==> src/rtl/vga_image_scanner_pkg.sv <==
// +----------------------------------------------------------------------+
// | vga_image_scanner_pkg                                                |
// | Shared 640x480@60 VGA timing constants and sizing helper.            |
// | Revision: 1.0                                                        |
// +----------------------------------------------------------------------+
`default_nettype none

package vga_image_scanner_pkg;

  localparam int VGA_H_VIS  = 640;
  localparam int VGA_H_FP   = 16;
  localparam int VGA_H_SYNC = 96;
  localparam int VGA_H_BP   = 48;
  localparam int VGA_V_VIS  = 480;
  localparam int VGA_V_FP   = 10;
  localparam int VGA_V_SYNC = 2;
  localparam int VGA_V_BP   = 33;

  localparam int VGA_H_TOT        = VGA_H_VIS + VGA_H_FP + VGA_H_SYNC + VGA_H_BP;
  localparam int VGA_V_TOT        = VGA_V_VIS + VGA_V_FP + VGA_V_SYNC + VGA_V_BP;
  localparam int VGA_H_SYNC_START = VGA_H_VIS + VGA_H_FP;
  localparam int VGA_H_SYNC_END   = VGA_H_SYNC_START + VGA_H_SYNC;
  localparam int VGA_V_SYNC_START = VGA_V_VIS + VGA_V_FP;
  localparam int VGA_V_SYNC_END   = VGA_V_SYNC_START + VGA_V_SYNC;

  // Bits needed to count 0..n-1, never less than one.
  function automatic int cnt_width(input int n);
    return (n > 1) ? $clog2(n) : 1;
  endfunction

endpackage

`default_nettype wire

==> src/rtl/vga_image_scanner_timing.sv <==
// +----------------------------------------------------------------------+
// | vga_timing_gen                                                       |
// | Pixel-tick divider, h/v raster counters and raw sync/de decode.      |
// | Revision: 1.0                                                        |
// +----------------------------------------------------------------------+
`default_nettype none

module vga_timing_gen
  import vga_image_scanner_pkg::*;
#(
  parameter int CLK_DIV = 2,
  parameter int H_VIS   = VGA_H_VIS,
  parameter int H_FP    = VGA_H_FP,
  parameter int H_SYNC  = VGA_H_SYNC,
  parameter int H_BP    = VGA_H_BP,
  parameter int V_VIS   = VGA_V_VIS,
  parameter int V_FP    = VGA_V_FP,
  parameter int V_SYNC  = VGA_V_SYNC,
  parameter int V_BP    = VGA_V_BP,
  parameter int H_W     = cnt_width(H_VIS + H_FP + H_SYNC + H_BP),
  parameter int V_W     = cnt_width(V_VIS + V_FP + V_SYNC + V_BP)
) (
  input  logic           clk,
  input  logic           rst_n,
  input  logic           en,
  output logic           tick,
  output logic [H_W-1:0] h_cnt,
  output logic [V_W-1:0] v_cnt,
  output logic [H_W-1:0] h_adv,
  output logic [V_W-1:0] v_adv,
  output logic           line_end,
  output logic           frame_end,
  output logic           hsync_raw,
  output logic           vsync_raw,
  output logic           de_raw
);

  localparam int c_div_w = cnt_width(CLK_DIV);
  localparam logic [c_div_w-1:0] c_div_max = c_div_w'(CLK_DIV - 1);
  localparam logic [H_W-1:0] c_h_last     = H_W'(H_VIS + H_FP + H_SYNC + H_BP - 1);
  localparam logic [V_W-1:0] c_v_last     = V_W'(V_VIS + V_FP + V_SYNC + V_BP - 1);
  localparam logic [H_W-1:0] c_h_vis      = H_W'(H_VIS);
  localparam logic [V_W-1:0] c_v_vis      = V_W'(V_VIS);
  localparam logic [H_W-1:0] c_hs_start   = H_W'(H_VIS + H_FP);
  localparam logic [H_W-1:0] c_hs_end     = H_W'(H_VIS + H_FP + H_SYNC);
  localparam logic [V_W-1:0] c_vs_start   = V_W'(V_VIS + V_FP);
  localparam logic [V_W-1:0] c_vs_end     = V_W'(V_VIS + V_FP + V_SYNC);

  logic [c_div_w-1:0] r_div;
  logic [H_W-1:0]     r_h_cnt;
  logic [V_W-1:0]     r_v_cnt;

  assign tick      = en && (r_div == c_div_max);
  assign line_end  = (r_h_cnt == c_h_last);
  assign frame_end = line_end && (r_v_cnt == c_v_last);
  assign h_adv     = line_end ? '0 : r_h_cnt + 1'b1;
  assign v_adv     = line_end ? (frame_end ? '0 : r_v_cnt + 1'b1) : r_v_cnt;
  assign h_cnt     = r_h_cnt;
  assign v_cnt     = r_v_cnt;

  assign hsync_raw = !((r_h_cnt >= c_hs_start) && (r_h_cnt < c_hs_end));
  assign vsync_raw = !((r_v_cnt >= c_vs_start) && (r_v_cnt < c_vs_end));
  assign de_raw    = (r_h_cnt < c_h_vis) && (r_v_cnt < c_v_vis);

  always_ff @(posedge clk or negedge rst_n) begin
    if (!rst_n) begin
      r_div   <= '0;
      r_h_cnt <= '0;
      r_v_cnt <= '0;
    end else if (en) begin
      r_div <= tick ? '0 : r_div + 1'b1;
      if (tick) begin
        r_h_cnt <= h_adv;
        r_v_cnt <= v_adv;
      end
    end
  end

endmodule

`default_nettype wire

==> src/rtl/vga_image_scanner.sv <==
// +----------------------------------------------------------------------+
// | vga_image_scanner                                                    |
// | VGA raster scan of the data-memory image with aligned pixel output.  |
// | Revision: 1.0                                                        |
// +----------------------------------------------------------------------+
`default_nettype none

module vga_image_scanner
  import vga_image_scanner_pkg::*;
#(
  parameter int CLK_DIV  = 2,
  parameter int H_VIS    = VGA_H_VIS,
  parameter int H_FP     = VGA_H_FP,
  parameter int H_SYNC   = VGA_H_SYNC,
  parameter int H_BP     = VGA_H_BP,
  parameter int V_VIS    = VGA_V_VIS,
  parameter int V_FP     = VGA_V_FP,
  parameter int V_SYNC   = VGA_V_SYNC,
  parameter int V_BP     = VGA_V_BP,
  parameter int IMG_W    = 32,
  parameter int IMG_H    = 32,
  parameter int IMG_BASE = 40,
  parameter int ADDR_W   = 19
) (
  input  logic              clk,
  input  logic              rst_n,
  input  logic              en,
  output logic [ADDR_W-1:0] vga_addr,
  input  logic [7:0]        img_data,
  output logic              hsync,
  output logic              vsync,
  output logic              de,
  output logic [7:0]        pixel,
  output logic              frame_start
);

  localparam int c_h_w = cnt_width(H_VIS + H_FP + H_SYNC + H_BP);
  localparam int c_v_w = cnt_width(V_VIS + V_FP + V_SYNC + V_BP);
  localparam logic [ADDR_W-1:0] c_base     = ADDR_W'(IMG_BASE);
  localparam logic [ADDR_W-1:0] c_row_step = ADDR_W'(IMG_W);
  localparam logic [c_h_w-1:0]  c_win_w    = c_h_w'(IMG_W);
  localparam logic [c_v_w-1:0]  c_win_h    = c_v_w'(IMG_H);
  localparam logic [c_v_w-1:0]  c_row_last = c_v_w'(IMG_H - 1);

  logic             w_tick;
  logic [c_h_w-1:0] w_h_cnt;
  logic [c_h_w-1:0] w_h_adv;
  logic [c_v_w-1:0] w_v_cnt;
  logic [c_v_w-1:0] w_v_adv;
  logic             w_line_end;
  logic             w_frame_end;
  logic             w_hsync_raw;
  logic             w_vsync_raw;
  logic             w_de_raw;

  vga_timing_gen #(
    .CLK_DIV (CLK_DIV),
    .H_VIS   (H_VIS),
    .H_FP    (H_FP),
    .H_SYNC  (H_SYNC),
    .H_BP    (H_BP),
    .V_VIS   (V_VIS),
    .V_FP    (V_FP),
    .V_SYNC  (V_SYNC),
    .V_BP    (V_BP),
    .H_W     (c_h_w),
    .V_W     (c_v_w)
  ) u_timing (
    .clk       (clk),
    .rst_n     (rst_n),
    .en        (en),
    .tick      (w_tick),
    .h_cnt     (w_h_cnt),
    .v_cnt     (w_v_cnt),
    .h_adv     (w_h_adv),
    .v_adv     (w_v_adv),
    .line_end  (w_line_end),
    .frame_end (w_frame_end),
    .hsync_raw (w_hsync_raw),
    .vsync_raw (w_vsync_raw),
    .de_raw    (w_de_raw)
  );

  logic [ADDR_W-1:0] r_row_base;
  logic [ADDR_W-1:0] w_row_base_adv;
  logic [ADDR_W-1:0] w_addr_adv;
  logic              w_win_cur;
  logic              w_win_adv;
  logic              r_frame_pend;

  assign w_win_cur = (w_h_cnt < c_win_w) && (w_v_cnt < c_win_h);
  assign w_win_adv = (w_h_adv < c_win_w) && (w_v_adv < c_win_h);

  // Row base must already reflect the line being entered, so the address
  // loaded at a line-wrap tick points into the new row.
  always_comb begin
    w_row_base_adv = r_row_base;
    if (w_frame_end) begin
      w_row_base_adv = c_base;
    end else if (w_line_end && (w_v_cnt < c_row_last)) begin
      w_row_base_adv = r_row_base + c_row_step;
    end
  end

  assign w_addr_adv = w_win_adv ? (w_row_base_adv + ADDR_W'(w_h_adv)) : c_base;

  always_ff @(posedge clk or negedge rst_n) begin
    if (!rst_n) begin
      r_row_base   <= c_base;
      vga_addr     <= c_base;
      pixel        <= 8'd0;
      hsync        <= 1'b1;
      vsync        <= 1'b1;
      de           <= 1'b0;
      r_frame_pend <= 1'b0;
    end else if (w_tick) begin
      r_row_base   <= w_row_base_adv;
      vga_addr     <= w_addr_adv;
      pixel        <= w_win_cur ? img_data : 8'd0;
      hsync        <= w_hsync_raw;
      vsync        <= w_vsync_raw;
      de           <= w_de_raw;
      r_frame_pend <= w_frame_end;
    end
  end

  // Pulse only for a (0,0) reached through a frame wrap, never for the
  // position the counters sit at straight out of reset.
  always_ff @(posedge clk or negedge rst_n) begin
    if (!rst_n) begin
      frame_start <= 1'b0;
    end else begin
      frame_start <= w_tick && r_frame_pend;
    end
  end

endmodule

`default_nettype wire

==> config.mk <==
export PLATFORM = sky130hd
export DESIGN_NAME = vga_image_scanner
export DESIGN_NICKNAME = d
export VERILOG_FILES = /design/src/rtl/vga_image_scanner_pkg.sv /design/src/rtl/vga_image_scanner_timing.sv /design/src/rtl/vga_image_scanner.sv
export SDC_FILE = /design/constraint.sdc
export NUM_CORES = 1
export LEC_CHECK = 0
export ABC_AREA = 0
export ABC_CLOCK_PERIOD_IN_PS = 3810
export BUFFER_PORTS_ARGS = -buffer_cell sky130_fd_sc_hd__buf_4
export CORE_MARGIN = 2
export CORE_UTILIZATION = 40
export DETAILED_ROUTE_END_ITERATION = 10
export GPL_TIMING_DRIVEN = 0
export MAX_ROUTING_LAYER = met4
export REMOVE_ABC_BUFFERS = 1
export SETUP_SLACK_MARGIN = 0.05
export SYNTH_ARGS = -nofsm -noshare
export SYNTH_HDL_FRONTEND = slang
export SYNTH_SLANG_ARGS = --single-unit
==> constraint.sdc <==
create_clock -name clk -period 3.81 [get_ports clk]
set_input_delay 0.762 -clock clk [delete_from_list [all_inputs] [get_ports clk]]
set_output_delay 0.762 -clock clk [all_outputs]
set_load 0.02 [all_outputs]
==> impl_table.tex <==
\begin{tabular}{lr}
\hline
Metric & Value \\
\hline
\multicolumn{2}{l}{\textbf{Drt}} \\
\quad Post-route ant nets & 0 \\
\quad DR iter-0 viols & roughly 220 \\
\quad Drt via density & 5.34 \\
\quad TritonRoute pass-1 iters & 5 \\
\quad DRC violations left & 0 \\
\quad Avg WL per Cell & 14.8 um \\
\quad Via count & 3621 \\
\quad Final WL & between 10000 and 15000 um \\
\multicolumn{2}{l}{\textbf{CTS}} \\
\quad Clk buf depth & 2 \\
\quad CTS root buffer & sky130\_fd\_sc\_hd\_\_clkbuf\_8 \\
\quad Clock Sinks & between 70 and 80 \\
\quad Number of CTS-inserted buffers & 9 \\
\quad Clock insertion delay at the later pin of the skew report & 360 ps \\
\quad Clock Pin Slew Worst Setup and Hold Paths & 80 ps \\
\quad CTS hold repair buffers & 0 \\
\quad H-tree level count & 3 \\
\quad Clock tree from TritonCTS & built \\
\multicolumn{2}{l}{\textbf{Layout}} \\
\quad Post-layout instance count excluding filler cells & 678 \\
\quad Multi-input gate area in the final layout & 2460 sq um \\
\quad Fillcell total & about 1.1k \\
\quad Fraction of layout instances using a drive strength above 1 & 21.9\% \\
\quad Count of inserted antenna diode cells & 0 \\
\quad Layout net count & 560 \\
\quad Storage cell area & between 1500 and 2000 sq um \\
\quad Layout overhead on the synthesized area & 17.8\% \\
\multicolumn{2}{l}{\textbf{STA}} \\
\quad Smallest hold slack & between 400 and 500 ps \\
\quad Endpoints failing setup & 0 \\
\quad Worst relative slew slack & between 30\% and 40\% \\
\quad Final worst path period share & 92.6\% \\
\quad Worst Tran Pin Value & 1040 ps \\
\quad Max Clk Rate & roughly 280 MHz \\
\quad Final Critical Period & between 3000 and 4000 ps \\
\quad Setup skew after layout & 11.9 ps \\
\quad Fin. Hold Viols & 0 \\
\quad Setup repair after global routing missed its margin & no \\
\quad Count of pins over their slew limit & 0 \\
\multicolumn{2}{l}{\textbf{Power}} \\
\quad Logic pwr share & about 33\% \\
\quad Internal power summed over all cells & roughly 1.6 mW \\
\quad Max rail drop VDD & around 210 uV \\
\quad Lkg Pwr & between 2 and 2.5 nW \\
\quad Reported net switching power & approximately 0.9 mW \\
\quad PD cells & between 400 and 500 nW/um\^{}2 \\
\quad Clock share of power & 26.5\% \\
\quad Total power of the final layout & roughly 2.5 mW \\
\quad Sequential cell fraction of total power & 40.6\% \\
\quad Net Sw Frac & roughly 36\% \\
\multicolumn{2}{l}{\textbf{Die}} \\
\quad Boundary Pins & 42 \\
\quad Starting density of the core & between 40 and 50\% \\
\quad Die Height & roughly 110 um \\
\quad Number of cell rows & 38 \\
\quad Core area & approximately 11000 sq um \\
\quad Full die area & between 10000 and 15000 sq um \\
\quad Horizontal die dimension & between 100 and 150 um \\
\multicolumn{2}{l}{\textbf{Logic synthesis}} \\
\quad Part of the Yosys area used for sequential elements & between 40\% and 50\% \\
\quad Post-synth EDFFs & 0 \\
\quad Async set or reset register ratio after synthesis & 100\% \\
\quad Synthesized instance count & slightly below 500 \\
\quad Synth cell types & 64 \\
\quad Synth warnings & 0 \\
\quad Cell taking the most area after synthesis & sky130\_fd\_sc\_hd\_\_dfrtp\_1 \\
\quad Post-synthesis instance area & approximately 4400 sq um \\
\quad Largest cells by area after synthesis & sky130\_fd\_sc\_hd\_\_dfrtp\_1 38\%, sky130\_fd\_sc\_hd\_\_nand2\_1 7.5\%, sky130\_fd\_sc\_hd\_\_xor2\_1 6.0\% \\
\quad Avg Synthesized Cell Area & between 8 and 9 sq um \\
\quad Cell with the most instances after synthesis & sky130\_fd\_sc\_hd\_\_nand2\_1 \\
\quad Primary flip-flop cell chosen by synthesis mapping & sky130\_fd\_sc\_hd\_\_dfrtp\_1 \\
\quad \#FFs+latches synth & 72 \\
\quad Cell types with the highest counts after synthesis & 88 x sky130\_fd\_sc\_hd\_\_nand2\_1, 66 x sky130\_fd\_sc\_hd\_\_dfrtp\_1, 35 x sky130\_fd\_sc\_hd\_\_o21ai\_0 \\
\quad Portion of synthesized cell area occupied by the leading cell type & 37.7\% \\
\multicolumn{2}{l}{\textbf{Placed design}} \\
\quad Gp weighted congestion & between 0.8 and 0.9 \\
\quad Number of cells after detailed placement & 643 \\
\quad Post-detailed-placement half-perimeter wirelength & approximately 6500 um \\
\quad Count of input and output buffers & 41 \\
\multicolumn{2}{l}{\textbf{Worst setup path}} \\
\quad Worst r2r dst & vga\_addr[12] \\
\quad FF-to-FF path depth & 16 \\
\quad Data arrival time of the worst path & roughly 3700 ps \\
\quad Worst reg2reg setup slack & 280 ps \\
\quad Critical Path Start & u\_timing.h\_cnt[7] \\
\quad Worst Setup Path Type & reg -> reg \\
\quad Startpoint type of the worst setup path & flip-flop \\
\quad Nature of the critical path endpoint & flip-flop \\
\quad Biggest fanout along the worst timing path & 9 \\
\quad Critical R2R Launch & u\_timing.h\_cnt[7] \\
\quad Data required time at the worst endpoint & 4020 ps \\
\multicolumn{2}{l}{\textbf{Global routing}} \\
\quad Global route total overflow & 0 \\
\quad Met3 GRT Util & 3.83\% \\
\quad Antenna violations before repair & 0 \\
\quad Most utilized layer in the global route result & met2 \\
\quad GRT Overall Usage & a little under a fifth \\
\quad Global-route wire length before repair & between 15000 and 20000 um \\
\quad Met2 layer usage reported by global route & around 29\% \\
\quad Met1 GRT Util & 24.0\% \\
\quad Maximum number of pins on one net before global-route repair & 73 \\
\quad Vias in the first global route & 3320 \\
\multicolumn{2}{l}{\textbf{Hold path}} \\
\quad Hold Crit Endpoint & r\_frame\_pend \\
\quad Worst hold path type & reg -> reg \\
\quad Number of cells on the worst hold path & 2 \\
\quad Launch point of the worst hold path & r\_frame\_pend \\
\multicolumn{2}{l}{\textbf{Outcome}} \\
\quad Status & finished clean \\
\multicolumn{2}{l}{\textbf{Flow run}} \\
\quad Count of max-cap constraint violations & 0 \\
\hline
\end{tabular}
## worst max path at each step
stage	end	slack, ps	cells after the start
2_1_floorplan	vga_addr[18]	2	14
3_3_place_gp	vga_addr[18]	-1160	14
3_5_place_dp	vga_addr[18]	-1070	14
4_1_cts	vga_addr[18]	10	13
5_1_grt	vga_addr[18]	50	13
6_report	vga_addr[12]	280	16
## flip-flops by register name, indices dropped and copies added (netlist names)
| signal | cells |
|---|---|
| hsync | 1 |
| vga_addr | 19 |
| de | 1 |
| u_timing.h_cnt | 10 |
| frame_start | 1 |
| u_timing.r_div | 1 |
| u_timing.v_cnt | 10 |
| vsync | 1 |
| r_row_base | 19 |
| r_frame_pend | 1 |
| pixel | 8 |
## area by class of cell
type | count | share of cell area, %
multi-input cells | 378 | 47.6
repair buffers | 60 | 8.96
clock buffers | 10 | 2.47
flip-flops and latches | 72 | 35.1
clock inverters | 6 | 1.62
inverters | 12 | 0.872
well taps | 140 | 3.39
## layer usage
metal  wire length (um)  part of all wire, %
met5                  0                    0
met4                117                  1.2
met3                333                  3.3
met2               4760                   47
met1               4840                   48
## power by group through the flow
stage | clock (mW) | sequential [mW] | combinational [mW]
final | 0.667 | 1.02 | 0.829
after global routing | 0.722 | 1.04 | 0.926
after CTS | 0.681 | 1.02 | 0.833
after detailed placement | 0 | 1.03 | 0.822
after global placement | 0 | 1.02 | 0.799
after floorplan | 0 | 1.13 | 0.414
## critical path, cell delays in order, from the launching register on
cell                        delay [ps]
sky130_fd_sc_hd__dfrtp_2           490
sky130_fd_sc_hd__and4b_2           360
sky130_fd_sc_hd__nand3b_1          110
sky130_fd_sc_hd__buf_4             180
sky130_fd_sc_hd__buf_4             150
sky130_fd_sc_hd__nor2_4            180
sky130_fd_sc_hd__nor2b_1            70
sky130_fd_sc_hd__ha_1              210
sky130_fd_sc_hd__fa_1              420
sky130_fd_sc_hd__a21oi_2           210
sky130_fd_sc_hd__o2111ai_1         150
sky130_fd_sc_hd__o211ai_1          140
sky130_fd_sc_hd__o211ai_1          200
sky130_fd_sc_hd__buf_4             200
sky130_fd_sc_hd__nand4_1            90
sky130_fd_sc_hd__xor2_1            150
sky130_fd_sc_hd__o21ai_0            80
## per-stage QoR
stage	setup TNS (ps)	worst slack, ps	cell area [sq um]	utilization (%)
2_1_floorplan	0	2.32	4230	-
3_3_place_gp	-10990	-1160	4710	43.8
3_5_place_dp	-10410	-1070	4730	44.0
4_1_cts	0	12.0	5040	46.9
5_1_grt	0	46.4	5170	48.1
6_report	0	283	5170	48.1
## cells in the final DEF, fill, tap and decap left out, drive strengths merged, types with 3 or more instances in the layout
cell / n
a21oi: 10
a22o: 8
a31oi: 3
and2: 6
and3: 6
and4: 4
and4b: 3
buf: 60
clkbuf: 10
clkinv: 4
dfrtp: 66
dfstp: 6
ha: 15
inv: 12
nand2: 88
nand3: 29
nand3b: 3
nand4: 11
nor2: 29
nor2b: 7
nor3: 16
nor4: 5
o2111ai: 4
o211ai: 3
o21ai: 47
o31ai: 7
or4: 5
xnor2: 15
xor2: 30
## timing repair
| action | in CTS | in global routing |
|---|---|---|
| cloned | 1 | 0 |
| pin swaps | 2 | 6 |
| setup buffers | 8 | 10 |
| setup endpoints to repair | 17 | 9 |
| resized for setup | 7 | 12 |
## logic make-up (layout without fill, tap and decap cells)
logic type                 after synthesis  after routing  synth area share (%)
AOI/OAI and AO/OA                       91             91                  13.6
xor gates and xnor gates                45             45                  8.99
adders and majority gates               16             16                  4.74
buffers and inverters                   39             88                  4.68
DFF                                     72             72                  41.3
muxes                                    2              2                 0.457
and+or+nand+nor                        223            224                  26.3
Note: power is estimated with default switching activity, not from simulation.
